### src/rtl/wallace_mac_accum.sv
// Frame accumulator behind the 3-stage Wallace multiplier: sums FRAME_LEN signed products
// and hands each frame sum out on a valid/ready register. Define WALLACE_ACC_SAT_EN to saturate instead of wrap.
module wallace_mac_accum #(
    parameter  int FRAME_LEN = 4,
    parameter  int ACC_W     = 72,
    localparam int CNT_W     = $clog2(FRAME_LEN + 1)
) (
    input  logic               clk,
    input  logic               rst,
    input  logic               in_valid,
    input  logic [64:0]        product,
    input  logic               clear,
    output logic               in_ready,
    output logic               out_valid,
    input  logic               out_ready,
    output logic [ACC_W-1:0]   acc_out,
    output logic [CNT_W-1:0]   frame_cnt,
    output logic               overflow
);

    localparam int               EXT_W    = ACC_W + 1 - 65;
    localparam logic [CNT_W-1:0] LAST_CNT = CNT_W'(FRAME_LEN - 1);
    localparam logic [CNT_W-1:0] FULL_CNT = CNT_W'(FRAME_LEN);
    localparam logic [ACC_W-1:0] SAT_MAX  = {1'b0, {(ACC_W-1){1'b1}}};
    localparam logic [ACC_W-1:0] SAT_MIN  = {1'b1, {(ACC_W-1){1'b0}}};

    typedef enum logic {ACCUM, STALL} state_t;

    state_t             state_q, state_d;
    logic [ACC_W-1:0]   acc;
    logic [ACC_W:0]     sum_ext;
    logic [ACC_W-1:0]   sum_val;
    logic               sum_ovf;
    logic               accept;
    logic               frame_done;
    logic               out_free;

    // One guard bit above the accumulator exposes signed overflow as a top-two-bit mismatch.
    always_comb begin
        sum_ext = {acc[ACC_W-1], acc} + {{EXT_W{product[64]}}, product};
        sum_ovf = sum_ext[ACC_W] ^ sum_ext[ACC_W-1];
`ifdef WALLACE_ACC_SAT_EN
        if (sum_ovf)
            sum_val = sum_ext[ACC_W] ? SAT_MIN : SAT_MAX;
        else
            sum_val = sum_ext[ACC_W-1:0];
`else
        sum_val = sum_ext[ACC_W-1:0];
`endif
    end

    assign accept     = in_valid & in_ready;
    assign frame_done = accept & ~clear & (frame_cnt == LAST_CNT);
    assign out_free   = ~out_valid | out_ready;

    always_ff @(posedge clk or posedge rst) begin
        if (rst)
            state_q <= ACCUM;
        else
            state_q <= state_d;
    end

    always_comb begin
        state_d = state_q;
        case (state_q)
            ACCUM: if (frame_done && !out_free) state_d = STALL;
            STALL: if (out_ready)               state_d = ACCUM;
            default:                            state_d = ACCUM;
        endcase
    end

    always_comb begin
        in_ready = (state_q == ACCUM);
    end

    // In STALL the finished frame waits in acc until the output register frees up.
    always_ff @(posedge clk or posedge rst) begin
        if (rst) begin
            acc       <= '0;
            frame_cnt <= '0;
            acc_out   <= '0;
            out_valid <= 1'b0;
            overflow  <= 1'b0;
        end else if (state_q == STALL) begin
            if (out_ready) begin
                acc_out   <= acc;
                acc       <= '0;
                frame_cnt <= '0;
            end
        end else begin
            if (out_valid && out_ready)
                out_valid <= 1'b0;
            if (clear) begin
                acc       <= '0;
                frame_cnt <= '0;
            end else if (accept) begin
                if (sum_ovf)
                    overflow <= 1'b1;
                if (frame_done) begin
                    if (out_free) begin
                        acc_out   <= sum_val;
                        out_valid <= 1'b1;
                        acc       <= '0;
                        frame_cnt <= '0;
                    end else begin
                        acc       <= sum_val;
                        frame_cnt <= FULL_CNT;
                    end
                end else begin
                    acc       <= sum_val;
                    frame_cnt <= frame_cnt + CNT_W'(1);
                end
            end
        end
    end

endmodule

### config.mk
export PLATFORM = sky130hd
export DESIGN_NAME = wallace_mac_accum
export DESIGN_NICKNAME = d
export VERILOG_FILES = /design/src/rtl/wallace_mac_accum.sv
export SDC_FILE = /design/constraint.sdc
export NUM_CORES = 1
export LEC_CHECK = 0
export BUFFER_PORTS_ARGS = -buffer_cell sky130_fd_sc_hd__buf_4
export CORE_MARGIN = 5
export CORE_UTILIZATION = 53
export DETAILED_ROUTE_END_ITERATION = 8
export PLACE_DENSITY = 0.77
export SYNTH_ARGS = -nofsm -noshare
export SYNTH_HDL_FRONTEND = slang
export SYNTH_SLANG_ARGS = --single-unit
### constraint.sdc
create_clock -name clk -period 4.6 [get_ports clk]
set_input_delay 0.69 -clock clk [delete_from_list [all_inputs] [get_ports clk]]
set_output_delay 0.69 -clock clk [all_outputs]
set_load 0.005 [all_outputs]
# Yosys cells after proc, flatten, opt, wreduce, memory -nomap -nowiden
# Index checks and enable logic that the tools add are counted.
totals:
  out_inout_bits: 78
  reg_bits: 150
  input_bits: 70
  word_cells: 55
classes:
  n_addsub: 2
  muxes: 26
  reduce_logical: 10
  n_eq_ne: 3
  bitwise_logic: 8
ops:
  columns: ["op", "n"]
  rows:
  - ["72-bit two-way mux", 12]
  - ["72-bit by 65-bit adder with 73-bit output", 1]
  - ["3-bit two-way mux", 6]
  - ["1-bit two-way mux", 7]
  - ["2-bit nonzero test", 3]
  - ["5-bit AND reduction", 1]
  - ["4-bit AND reduction", 1]
  - ["3-bit by 1-bit adder with 3-bit output, second input constant", 1]
  - ["1-bit AND", 3]
  - ["3-bit by 2-bit equality test with 1-bit output, second input constant", 1]
  - ["1-bit inverter", 3]
  - ["3-bit nonzero test", 1]
  - ["1-bit logical AND", 2]
  - ["2-bit by 1-bit != test with 1-bit output, second input constant", 1]
  - ["2-bit != test, second input constant", 1]
  - ["1-bit one-hot mux with 2 select lines", 1]
  - ["2-bit AND reduction", 1]
  - ["1-bit zero test", 1]
  - ["1-bit OR", 1]
  - ["1-bit bitwise XOR", 1]

# Depth between registers and ports, before layout
# Gate-level depths: netlist of the first run.
depth:
  ltp_word: 8
  depth_mapped: 11
  depth_no_buf: 11

# Worst setup path after synthesis of the first run
# OpenSTA, ideal clock, no wires.
synth_path:
  kind: "input -> register"
  startpoint: "input product[28]"
  endpoint: "register acc_out[71]"
  t_required_ps: 4474
  arrival_ps: 3181
  setup_time_ps: 126
  path_buffers: 1
  cell_stages: 10
  setup_slack_ps: 1293
  path_cell_list: "ha_1 -> buf_6 -> a21o_1 -> a221o_1 -> a221o_1 -> or3_4 -> a211oi_2 -> o21ai_2 -> xor2_1 -> a221o_1"
synth_via:
  elab_chain_cells: 6
synth_rtl:
  columns: ["element", "line", "rtl"]
  rows:
  - ["start, declared", "11", "input logic [64:0] product,"]
  - ["72-bit by 65-bit adder with 73-bit output", "40", "sum_ext = {acc[ACC_W-1], acc} + {{EXT_W{product[64]}}, product};"]
  - ["72-bit two-way mux", "100", "if (out_free) begin"]
  - ["72-bit two-way mux", "99", "if (frame_done) begin"]
  - ["72-bit two-way mux", "96", "end else if (accept) begin"]
  - ["72-bit two-way mux", "93", "if (clear) begin"]
  - ["72-bit two-way mux", "84", "end else if (state_q == STALL) begin"]
  - ["end signal, assigned", "101", "acc_out <= sum_val;"]
  - ["end, declared", "16", "output logic [ACC_W-1:0] acc_out,"]
# No other way between the ends. The select of a mux whose other input is x is not followed.
# A chain may end at the register's enable or synchronous reset.

# Worst setup path in the final report of the first run
layout_path:
  startpoint: "register acc[0]"
  endpoint: "register acc_out[70]"
layout_via:
  elab_chain_cells: 6
layout_rtl:
  columns: ["element", "line", "rtl"]
  rows:
  - ["start, declared", "30", "logic [ACC_W-1:0] acc;"]
  - ["start signal, assigned", "106", "acc <= sum_val;"]
  - ["start signal, assigned", "110", "acc <= sum_val;"]
  - ["72-bit by 65-bit adder with 73-bit output", "40", null]
  - ["72-bit two-way mux", "100", null]
  - ["72-bit two-way mux", "99", null]
  - ["72-bit two-way mux", "96", null]
  - ["72-bit two-way mux", "93", null]
  - ["72-bit two-way mux", "84", null]
# No other way between the ends. The select of a mux whose other input is x is not followed.

==> metrics.md, run 1 <==
| Metric | Value |
|---|---|
| Status | completed |
| Commonest cells in the netlist | 195 x nand2_1, 150 x dfrtp_1, 108 x a21oi_1 |
| Starting density of the core | 0.541 |
| First-pass GRT wire length | 50,800 um |
| Fill cells | 1,757 |
| #FFs+latches synth | 150 |
| Die Wd | 151 um |
| Distinct cells, synth | 67 |
| Post_cts resized | 0 |
| DIE AREA | between 20,000 and 25,000 um^2 |
| Worst-skew pair later-pin latency | 0.42 ns |
| Largest net degree at the start of global routing | 151 |
| Layout Cell Area excl Fill | 12,500 um^2 |
| Placeable Area | 19,600 um^2 |
| Clock sinks | 150 |
| Synth Instances | about 1,300 |
| Crit path kind | reg -> reg |
| Drt wl/cell | 19.6 um |
| DRT Pass-1 Iters | 5 |
| Critical-path cell list | ha_1, fa_1, a211oi_1, o211ai_1, a221oi_1, a21oi_2, nand4_1, a21oi_1, o21ai_0, mux2i_1, nand3_1 |
| RR Startpoint | acc[0] |
| CTS tree | done |
| Fraction of layout instances using a drive strength above 1 | 0.155 |
| I/O Buffers | 147 |
| Crit-path leading delay family | compound AO/OA/AOI/OAI gates |
| RSZ-0062 raised after global routing | false |
| Seq/Total Area, Yosys | 0.354 |
| Critical path required time | between 4 and 5 ns |
| Number of synthesized flops with an enable pin | 0 |
| DRC errors left | 0 |
| CP arrival | 3.98 ns |
| Post-CTS Setup Inserts | 0 |
| Hold-fix buffers at CTS | 0 |
| Routed WL | roughly 32,000 um |
| R2R Setup Slk | 0.92 ns |
| Bufs on Longest Clock Path | 2 |
| Die span in y | 151 um |
| Clock transition at the registers of the reported paths | 0.07 ns |
| Power per cell area | 471 nW/um^2 |
| Cells on worst reg2reg path | 11 |
| Post-synth net total | 1,399 |
| Area contributors post-synth | dfrtp_1 35%, ha_1 8.7%, nand2_1 6.9% |
| Clk_skew | 0.0139 ns |
| Final-report hold violation count | 0 |
| Synthesized area per cell | between 8 and 9 um^2 |
| Tot GR Track Use | 0.280 |
| Worst setup SP type | flip-flop |
| Dominant synthesized flop cell | dfrtp_1 |
| Hpwl dp | 23,400 um |
| Most numerous cell in the Yosys netlist | nand2_1 |
| Routed via count | 10,033 |
| RR Endpoint | acc_out[70] |
| Crit path largest cell delay | around 0.66 ns |
| Area Growth Syn to Fin | 17.5% |
| Num CTS Buffers | 17 |
| Slew HR | 0.168 |
| Synth top area share | 0.354 |
| Final setup fails | 0 |
| # diodes | 0 |
| Crit path max-delay cell type | a221oi_1 |
| Buffers & Inverters on Critical Path | 0 |
| Tcrit/Tclk final | 0.799 |
| Max Fclk | 0.272 GHz |
| Clk Tree Root Cell | clkbuf_16 |
| Setup TNS | 0 ns |
| Tightest Pin Transition | between 1 and 1.5 ns |
| Vias per cell | 6.15 |
| Hold crit path type | in -> async |
| Synth area leader | dfrtp_1 |
| H-tree depth | 4 |
| Placer Congestion | 0.945 |
| Nets | 1,500 |
| VDD IR max | 0.268 mV |
| Yosys Warn Count | 0 |
| Max Slew Vio Count | 0 |
| Cell area after synthesis | around 11,000 um^2 |
| Post-DRT Antenna Nets | 0 |
| Initial DRC Count | between 700 and 800 |
| Vias in the first global route | 9,694 |
| Row count | 51 |
| Post-layout min period | 3.68 ns |
| Post-synth ARST share | 1.00 |
| CP endpoint kind | flip-flop |
| Total congestion overflow | 0 |
| # IOs | 148 |
| Leak pwr | approximately 6.1 nW |
| Initial antenna violation count | 0 |
| Cell area after placement | 11,900 um^2 |
| Crit Path Max Fanout | 4 |
| Max Cap Violations | 0 |
==> metrics by stage <==
| stage | hold slack (ns) | util | total power [mW] | std cells | setup WS (ns) |
|---|---|---|---|---|---|
| after floorplan | 0.451 | - | 3.50 | 1254 | 1.29 |
| after global placement | 0.446 | 0.606 | 4.40 | 1601 | 0.559 |
| after detailed placement | 0.469 | 0.606 | 4.44 | 1601 | 0.531 |
| after CTS | 0.483 | 0.636 | 5.87 | 1632 | 0.943 |
| after global routing | 0.498 | 0.636 | 6.26 | 1632 | 0.624 |
| final | 0.382 | 0.636 | 5.87 | 1632 | 0.922 |
==> cells in the final DEF (no fill, tap or decap), types with 6 or more instances in the layout <==
cell	netlist	layout
a211oi_1	9	9
a21o_1	40	40
a21oi_1	108	107
a22o_1	67	67
a31oi_1	33	33
and2_1	6	6
and3_1	10	10
buf_4	0	154
clkbuf_16	0	17
dfrtp_1	150	149
ha_1	74	74
inv_1	24	22
mux2i_1	21	21
nand2_1	195	195
nand3_1	41	41
nand4_1	22	22
nor2_1	82	82
nor2b_1	8	8
nor3_1	14	14
nor4_1	10	9
o211ai_1	10	10
o21ai_0	89	89
o21bai_1	9	9
o31ai_1	7	7
xnor2_1	42	42
xor2_1	29	29
==> worst reg2reg max path, stage by stage, from the launching register on <==
cell and delay [ns]:
dfrtp_1 0.39, ha_1 0.23, fa_1 0.44, a211oi_1 0.27, o211ai_1 0.20, a221oi_1 0.66
a21oi_2 0.21, nand4_1 0.21, a21oi_1 0.20, o21ai_0 0.42, mux2i_1 0.25, nand3_1 0.08
==> sequential cells by signal, summed over array words and instances, names as in the netlist <==
name       cells
frame_cnt      3
state_q        1
out_valid      1
acc_out       72
acc           72
overflow       1
==> worst max path at each step <==
stage / start / to / slack, ns / depth (start not counted)
floorplan: product[28] / acc_out[71] / 1.29 / 10
global placement: product[0] / acc_out[70] / 0.56 / 12
detailed placement: product[0] / acc_out[70] / 0.53 / 12
CTS: acc[0] / acc_out[70] / 0.94 / 11
global route: acc[0] / acc_out[70] / 0.62 / 11
finish: acc[0] / acc_out[70] / 0.92 / 11
==> power by group <==
part           internal, mW  total [mW]  switching, mW
clock                 0.809        1.43          0.619
combinational          1.12        2.49           1.37
sequential             1.68        1.95          0.268
==> layer usage <==
layer / vias to the layer above / part of all wire / global-route usage
li1: 4823 / - / -
met1: 4794 / 0.47 / 0.403
met2: 356 / 0.45 / 0.436
met3: 60 / 0.061 / 0.0428
met4: 0 / 0.023 / 0.0857
met5: - / 0 / 0
==> kinds of logic (layout without fill, tap and decap cells) <==
| logic type | Yosys count | after routing | synth area share |
|---|---|---|---|
| AOI/OAI and AO/OA | 430 | 430 | 0.269 |
| muxes | 22 | 22 | 0.0209 |
| DFF | 150 | 150 | 0.354 |
| adders and majority gates | 75 | 75 | 0.0893 |
| xor gates and xnor gates | 71 | 71 | 0.0587 |
| buffers and inverters | 98 | 211 | 0.0357 |
| and+or+nand+nor | 408 | 408 | 0.172 |
==> area by class of cell <==
cell class              instances  area (um^2)  area share
inverters                      24         93.8     0.00754
repair buffers                156         1200      0.0961
multi-input cells            1006         6500       0.522
clock buffers                  19          433      0.0348
well taps                     265          332      0.0266
flip-flops and latches        150         3750       0.302
clock inverters                12          145      0.0117
No activity file was read; power rests on OpenSTA's default activity.
==> run 2: changes to the inputs <==
clock period = 3.1 ns   (was 4.6 ns; I/O delays follow)
==> run 2 against run 1 <==
Compared with the run above: register-to-register slack worse by 0.91 ns; final cell count grew 13%; worst hold slack worse by 0.25 ns; non-clock buffer count rose by 211; core utilization rose by 12 points; sequential power grew 49%; fmax increased by 19%; clock power grew 59%; critical path type unchanged; largest power group unchanged.
==> metrics.md, run 2 (synthesis results as in run 1) <==
| Metric | Value |
|---|---|
| Crit path kind | reg -> reg |
| R2R Setup Slk | between 0.008 and 0.009 ns |
| Max Cap Violations | 0 |
| Grt met3 use | 0.0461 |
| Routed WL | ~36,000 um |
| Largest net degree at the start of global routing | 151 |
| Net Switching | 3.79 mW |
| Internal power | 6.19 mW |
| Setup WS pre-CTS | -0.503 ns |
| Critical path required time | 3.40 ns |
| Placeable Area | roughly 20,000 um^2 |
| Num CTS Buffers | 17 |
| Hold crit path type | in -> async |
| Clock power frac | 0.228 |
| Slew HR | 0.317 |
| Status | completed |
| Power per cell area | 677 nW/um^2 |
| CP endpoint kind | flip-flop |
| Setup crit end | acc_out[56] |
| Placer Congestion | about 0.96 |
| Placed insts | 1,791 |
| Most common cell after layout, fill and taps aside | buf_4 |
| Power, Total | around 10 mW |
| Cells on worst reg2reg path | 12 |
| Tightest Pin Transition | 1.03 ns |
| Initial DRC Count | 894 |
| Combinational power share | 0.481 |
| Crit Path Max Fanout | 4 |
| Post-layout min period | a little over 3 ns |
| First-pass GRT wire length | around 55,000 um |
| Top flop regs | acc: 72 flops, acc_out: 72 flops, frame_cnt: 3 flops |
| Vias per cell | around 6.1 |
| Tot GR Track Use | 0.305 |
| Max Fclk | ~0.32 GHz |
| Final setup margin | 0.00814 ns |
| Clk Tree Root Cell | clkbuf_16 |
| Switching part of the total | 0.379 |
| RR Endpoint | acc_out[56] |
| Initial antenna violation count | 0 |
| RR Startpoint | acc[12] |
| Sequential Power Share | 0.291 |
| Fraction of layout instances using a drive strength above 1 | 0.319 |
| Total congestion overflow | 0 |
| CTS tree | done |
| Die span in y | 151 um |
| Routed via count | roughly 11,000 |
| GR peak layer | met2 |
| Final-report hold violation count | 0 |
| Max Slew Vio Count | 0 |
| Worst setup path start | acc[12] |
| Tcrit/Tclk final | 0.997 |
| Clock sinks | 150 |
| Commonest cells after routing, fill and taps aside | 364 x buf_4, 193 x nand2_1, 148 x dfrtp_1 |
| DIE AREA | 22,900 um^2 |
| DRC errors left | 0 |
| Vias in the first global route | about 11,000 |
| GR Layer Usage met2 | 0.489 |
| Die Wd | 151 um |
| RSZ-0062 raised after global routing | true |
| CP arrival | roughly 3.4 ns |
| Final setup fails | 0 |
| Worst-skew pair later-pin latency | 0.45 ns |
| Drt wl/cell | 19.8 um |
| I/O Buffers | 147 |
| # diodes | 0 |
| Met1 Use GR | 0.432 |
| Worst setup SP type | flip-flop |
| Tightest hold margin | roughly 0.14 ns |
| # IOs | 148 |
| H-tree depth | 4 |
| Row count | 51 |
| Leak pwr | 7.30 nW |
| Starting density of the core | 0.541 |
| Nets | 1,711 |
| DRT Pass-1 Iters | 6 |
| Area Growth Syn to Fin | 39.1% |
| Post-Layout Cell Count | 1,844 |
| Clk_skew | 0.0125 ns |
| Hold-fix buffers at CTS | 0 |
| Clock transition at the registers of the reported paths | 0.07 ns |
| Hpwl dp | 25,400 um |
| Post-DRT Antenna Nets | 0 |
| Bufs on Longest Clock Path | 2 |
| VDD IR max | about 0.43 mV |
run 2: changes by cell type in the layout (fill, tap and decap cells not counted), moves of 8 or more:
cell     change
a21oi_1     -14
o21ai_0      -8
ha_4        +19
a21oi_2     +11
ha_1        -20
buf_4      +210
run 2: how the worst min path moves through the flow:
stage / start / endpoint / slack, ns
floorplan: overflow / overflow / 0.45
global placement: overflow / overflow / 0.45
detailed placement: overflow / overflow / 0.45
CTS: rst / acc[10] / 0.33
global route: rst / acc[10] / 0.37
finish: rst / acc[10] / 0.14
run 2: metrics by stage:
| stage | utilization | area [um^2] | setup TNS [ns] |
|---|---|---|---|
| finish | 0.753 | 14700 | 0 |
| global route | 0.753 | 14700 | -0.617 |
| CTS | 0.720 | 14100 | -0.00131 |
| detailed placement | 0.679 | 13300 | -13.05 |
| global placement | 0.679 | 13300 | -10.56 |
| floorplan | - | 10600 | 0 |
run 2: power by group through the flow:
stage	Sequential, mW	Clock (mW)	Combinational, mW
floorplan	2.85	0	2.34
global placement	2.89	0	4.26
detailed placement	2.90	0	4.34
CTS	2.88	2.29	4.45
global route	2.96	2.37	5.21
finish	2.91	2.28	4.80
run 2: area by class of cell:
cell class,instances,area (um^2)
clock buffers,19,443
clock inverters,13,185
fillers,1443,4850
inverters,24,93.8
multi-input cells,1006,7150
flip-flops and latches,150,3760
well taps,265,332
repair buffers,367,2780
run 2: per-layer routing:
metal,vias up,part of all wire
li1,5223,-
met4,0,0.025
met2,505,0.47
met5,-,0
met3,82,0.074
met1,5393,0.44
run 2: critical path, cell delays in order, from the launching register on:
cell       delay (ns)
dfrtp_1          0.42
ha_1             0.31
nand4_1          0.16
a2111oi_4        0.36
a22oi_2          0.13
a2111oi_2        0.42
buf_4            0.20
nor4b_4          0.05
buf_6            0.13
o41ai_4          0.33
xor2_1           0.12
mux2i_1          0.22
o21ai_1          0.08
run 2: timing repair:
action / CTS / global route
resized for setup: 26 / 81
setup buffers: 2 / 19
endpoints found under the setup margin: 43 / 65
pin swaps: 7 / 37
==> run 3: changes to the inputs <==
ABC_AREA = 1   (was not set)
CORE_UTILIZATION = 54   (was 53)
PLACE_DENSITY = 0.78   (was 0.77)
==> run 3 against run 2 <==
Compared with the run above: worst hold slack worse by 0.091 ns; critical path depth up 3; critical endpoint is now acc[44]; synthesized cell count up 56%; clock skew up 0.0054 ns; total power down 19%; final cell count up 29%; via count up 20%; design area down 3.2%; setup slack better by 0.27 ns; area after synthesis up 15%.
==> metrics.md, run 3 <==
| Metric | Value |
|---|---|
| Die span in y | 160 um |
| Hold-fix buffers at CTS | 0 |
| Nets | approximately 2,200 |
| Post-synth ARST share | 1.00 |
| Clk Tree Root Cell | clkbuf_16 |
| First-pass GRT wire length | 71,600 um |
| Initial antenna violation count | 1 |
| CP arrival | 3.18 ns |
| Power per cell area | 565 nW/um^2 |
| Commonest cells in the netlist | 666 x nand2_1, 300 x inv_1, 185 x a21oi_1 |
| Row count | 55 |
| Critical path required time | 3.46 ns |
| Fill cells | 2,113 |
| Post-synth net total | 2,096 |
| Distinct cells, synth | 32 |
| Max Fclk | roughly 0.35 GHz |
| Num CTS Buffers | 17 |
| Vias per cell | 5.64 |
| Slew HR | 0.217 |
| DRC errors left | 0 |
| Most numerous cell in the Yosys netlist | nand2_1 |
| Status | completed |
| H-tree depth | 4 |
| Tot GR Track Use | 0.351 |
| Clk_skew | 0.0179 ns |
| Max Cap Violations | 0 |
| Leak pwr | 7.95 nW |
| Final setup fails | 0 |
| Synthesized area per cell | roughly 6.3 um^2 |
| DIE AREA | 25,800 um^2 |
| Routed WL | around 46,000 um |
| Drt wl/cell | 19.1 um |
| Routed via count | 13,460 |
| Post-CTS Setup Inserts | 0 |
| Placeable Area | between 20,000 and 25,000 um^2 |
| Placed insts | 2,354 |
| Worst setup SP type | flip-flop |
| DRT Pass-1 Iters | 6 |
| Final-report hold violation count | 0 |
| Most common cell after layout, fill and taps aside | nand2_1 |
| Clock sinks | 150 |
| Post-Layout Cell Count | 2,386 |
| Post_cts resized | 0 |
| Post-DRT Antenna Nets | 0 |
| I/O Buffers | 147 |
| Crit Path Max Fanout | 6 |
| Synth Instances | 1,951 |
| Seq/Total Area, Yosys | 0.307 |
| # IOs | 148 |
| Area contributors post-synth | dfrtp_1 31%, nand2_1 20%, inv_1 9.2% |
| Cell area after synthesis | 12,200 um^2 |
| Hpwl dp | 35,600 um |
| Placer Congestion | 1.06 |
| Area Growth Syn to Fin | 16.7% |
| Tcrit/Tclk final | 0.909 |
| Max Slew Vio Count | 0 |
| Worst-skew pair later-pin latency | 0.45 ns |
| Die Wd | 160 um |
| Dominant synthesized flop cell | dfrtp_1 |
| Total congestion overflow | 0 |
| Bufs on Longest Clock Path | 2 |
| Crit path kind | reg -> reg |
| Initial DRC Count | 1,198 |
| Synth area leader | dfrtp_1 |
| Yosys Warn Count | 0 |
| Commonest cells after routing, fill and taps aside | 665 x nand2_1, 299 x inv_1, 184 x a21oi_1 |
| Cell area after placement | 13,700 um^2 |
| Top flop regs | acc: 72 flops, acc_out: 72 flops, frame_cnt: 3 flops |
| VDD IR max | 0.306 mV |
| CP endpoint kind | flip-flop |
| Post-layout min period | approximately 2.8 ns |
| Setup TNS | 0 ns |
| Fraction of layout instances using a drive strength above 1 | 0.108 |
| Vias in the first global route | 13,299 |
| CTS tree | done |
| Largest net degree at the start of global routing | a little over 90 |
| Synth top area share | 0.307 |
| Clock transition at the registers of the reported paths | 0.08 ns |
| Number of synthesized flops with an enable pin | 0 |
| #FFs+latches synth | 150 |
| Layout Cell Area excl Fill | 14,300 um^2 |
| Tightest Pin Transition | approximately 1.2 ns |
| Hold crit path type | in -> async |
| RSZ-0062 raised after global routing | false |
| Starting density of the core | 0.543 |
## run 3: cells by family (layout without fill, tap and decap cells)
kind of cell / Yosys count / after routing / synth area share
AOI/OAI and AO/OA: 392 / 392 / 0.177
xor gates and xnor gates: 1 / 1 / 0.000716
adders and majority gates: 75 / 75 / 0.0774
buffers and inverters: 349 / 498 / 0.110
DFF: 150 / 150 / 0.307
other: 0 / 1 / 0
and+or+nand+nor: 984 / 984 / 0.328
## run 3: per-stage QoR
step	power [mW]	setup slack, ns	util	hold slack (ns)
after floorplan	4.49	0.746	-	0.457
after global placement	5.77	0.216	0.608	0.464
after detailed placement	5.84	0.169	0.608	0.477
after CTS	8.02	0.356	0.634	0.0460
after global routing	8.53	0.0212	0.634	0.0669
final	8.07	0.282	0.634	0.0444
## run 3: path summary, 6_finish.rpt
check	startpoint	endpoint	slack [ns]	cells after the start
setup / recovery	acc[0]	acc[44]	0.28	15
hold / removal	rst	acc[33]	0.04	2
setup reg to reg	acc[0]	acc[44]	0.28	15
hold reg to reg	acc_out[43]	acc_out[43]	0.49	2
max in group asynchronous	rst	acc[17]	2.22	3
min in group clk	out_ready	state_q	0.23	2
## run 3: per-layer routing
metal	wire, um	vias to the layer above	global-route usage
met4	2000	0	0.149
met2	21900	574	0.597
met5	0	-	0
met3	2950	134	0.0444
li1	-	6491	-
met1	18700	6261	0.452
## run 3: power by group
part           internal (mW)  switching, mW  leakage, nW
logic                   1.27           1.96         5.75
clock network           1.15           1.05        0.275
registers               2.34          0.301         1.92
## run 3: cell type report
cell class,count,area [um^2],area share
antenna,1,2.50,0.000175
timing repair buffer,163,1270,0.0893
multi-input combinational,1452,7160,0.502
sequential,150,3750,0.263
clock buffer,18,439,0.0308
inverter,304,1140,0.0802
clock inverter,13,139,0.00973
tap,285,357,0.0250
## run 3: critical path, stage by stage (launching register included)
cell and delay [ns]:
dfrtp_1 0.38, ha_1 0.22, fa_1 0.43, nand3_1 0.09, nand3_1 0.16, nand2_1 0.10, nand3_1 0.25, nand2_1 0.14
nand2_1 0.15, nand2_1 0.09, nand2_1 0.16, nand2_1 0.14, nand2_1 0.05, nand2_1 0.06, nand3_1 0.09, o21ai_0 0.20
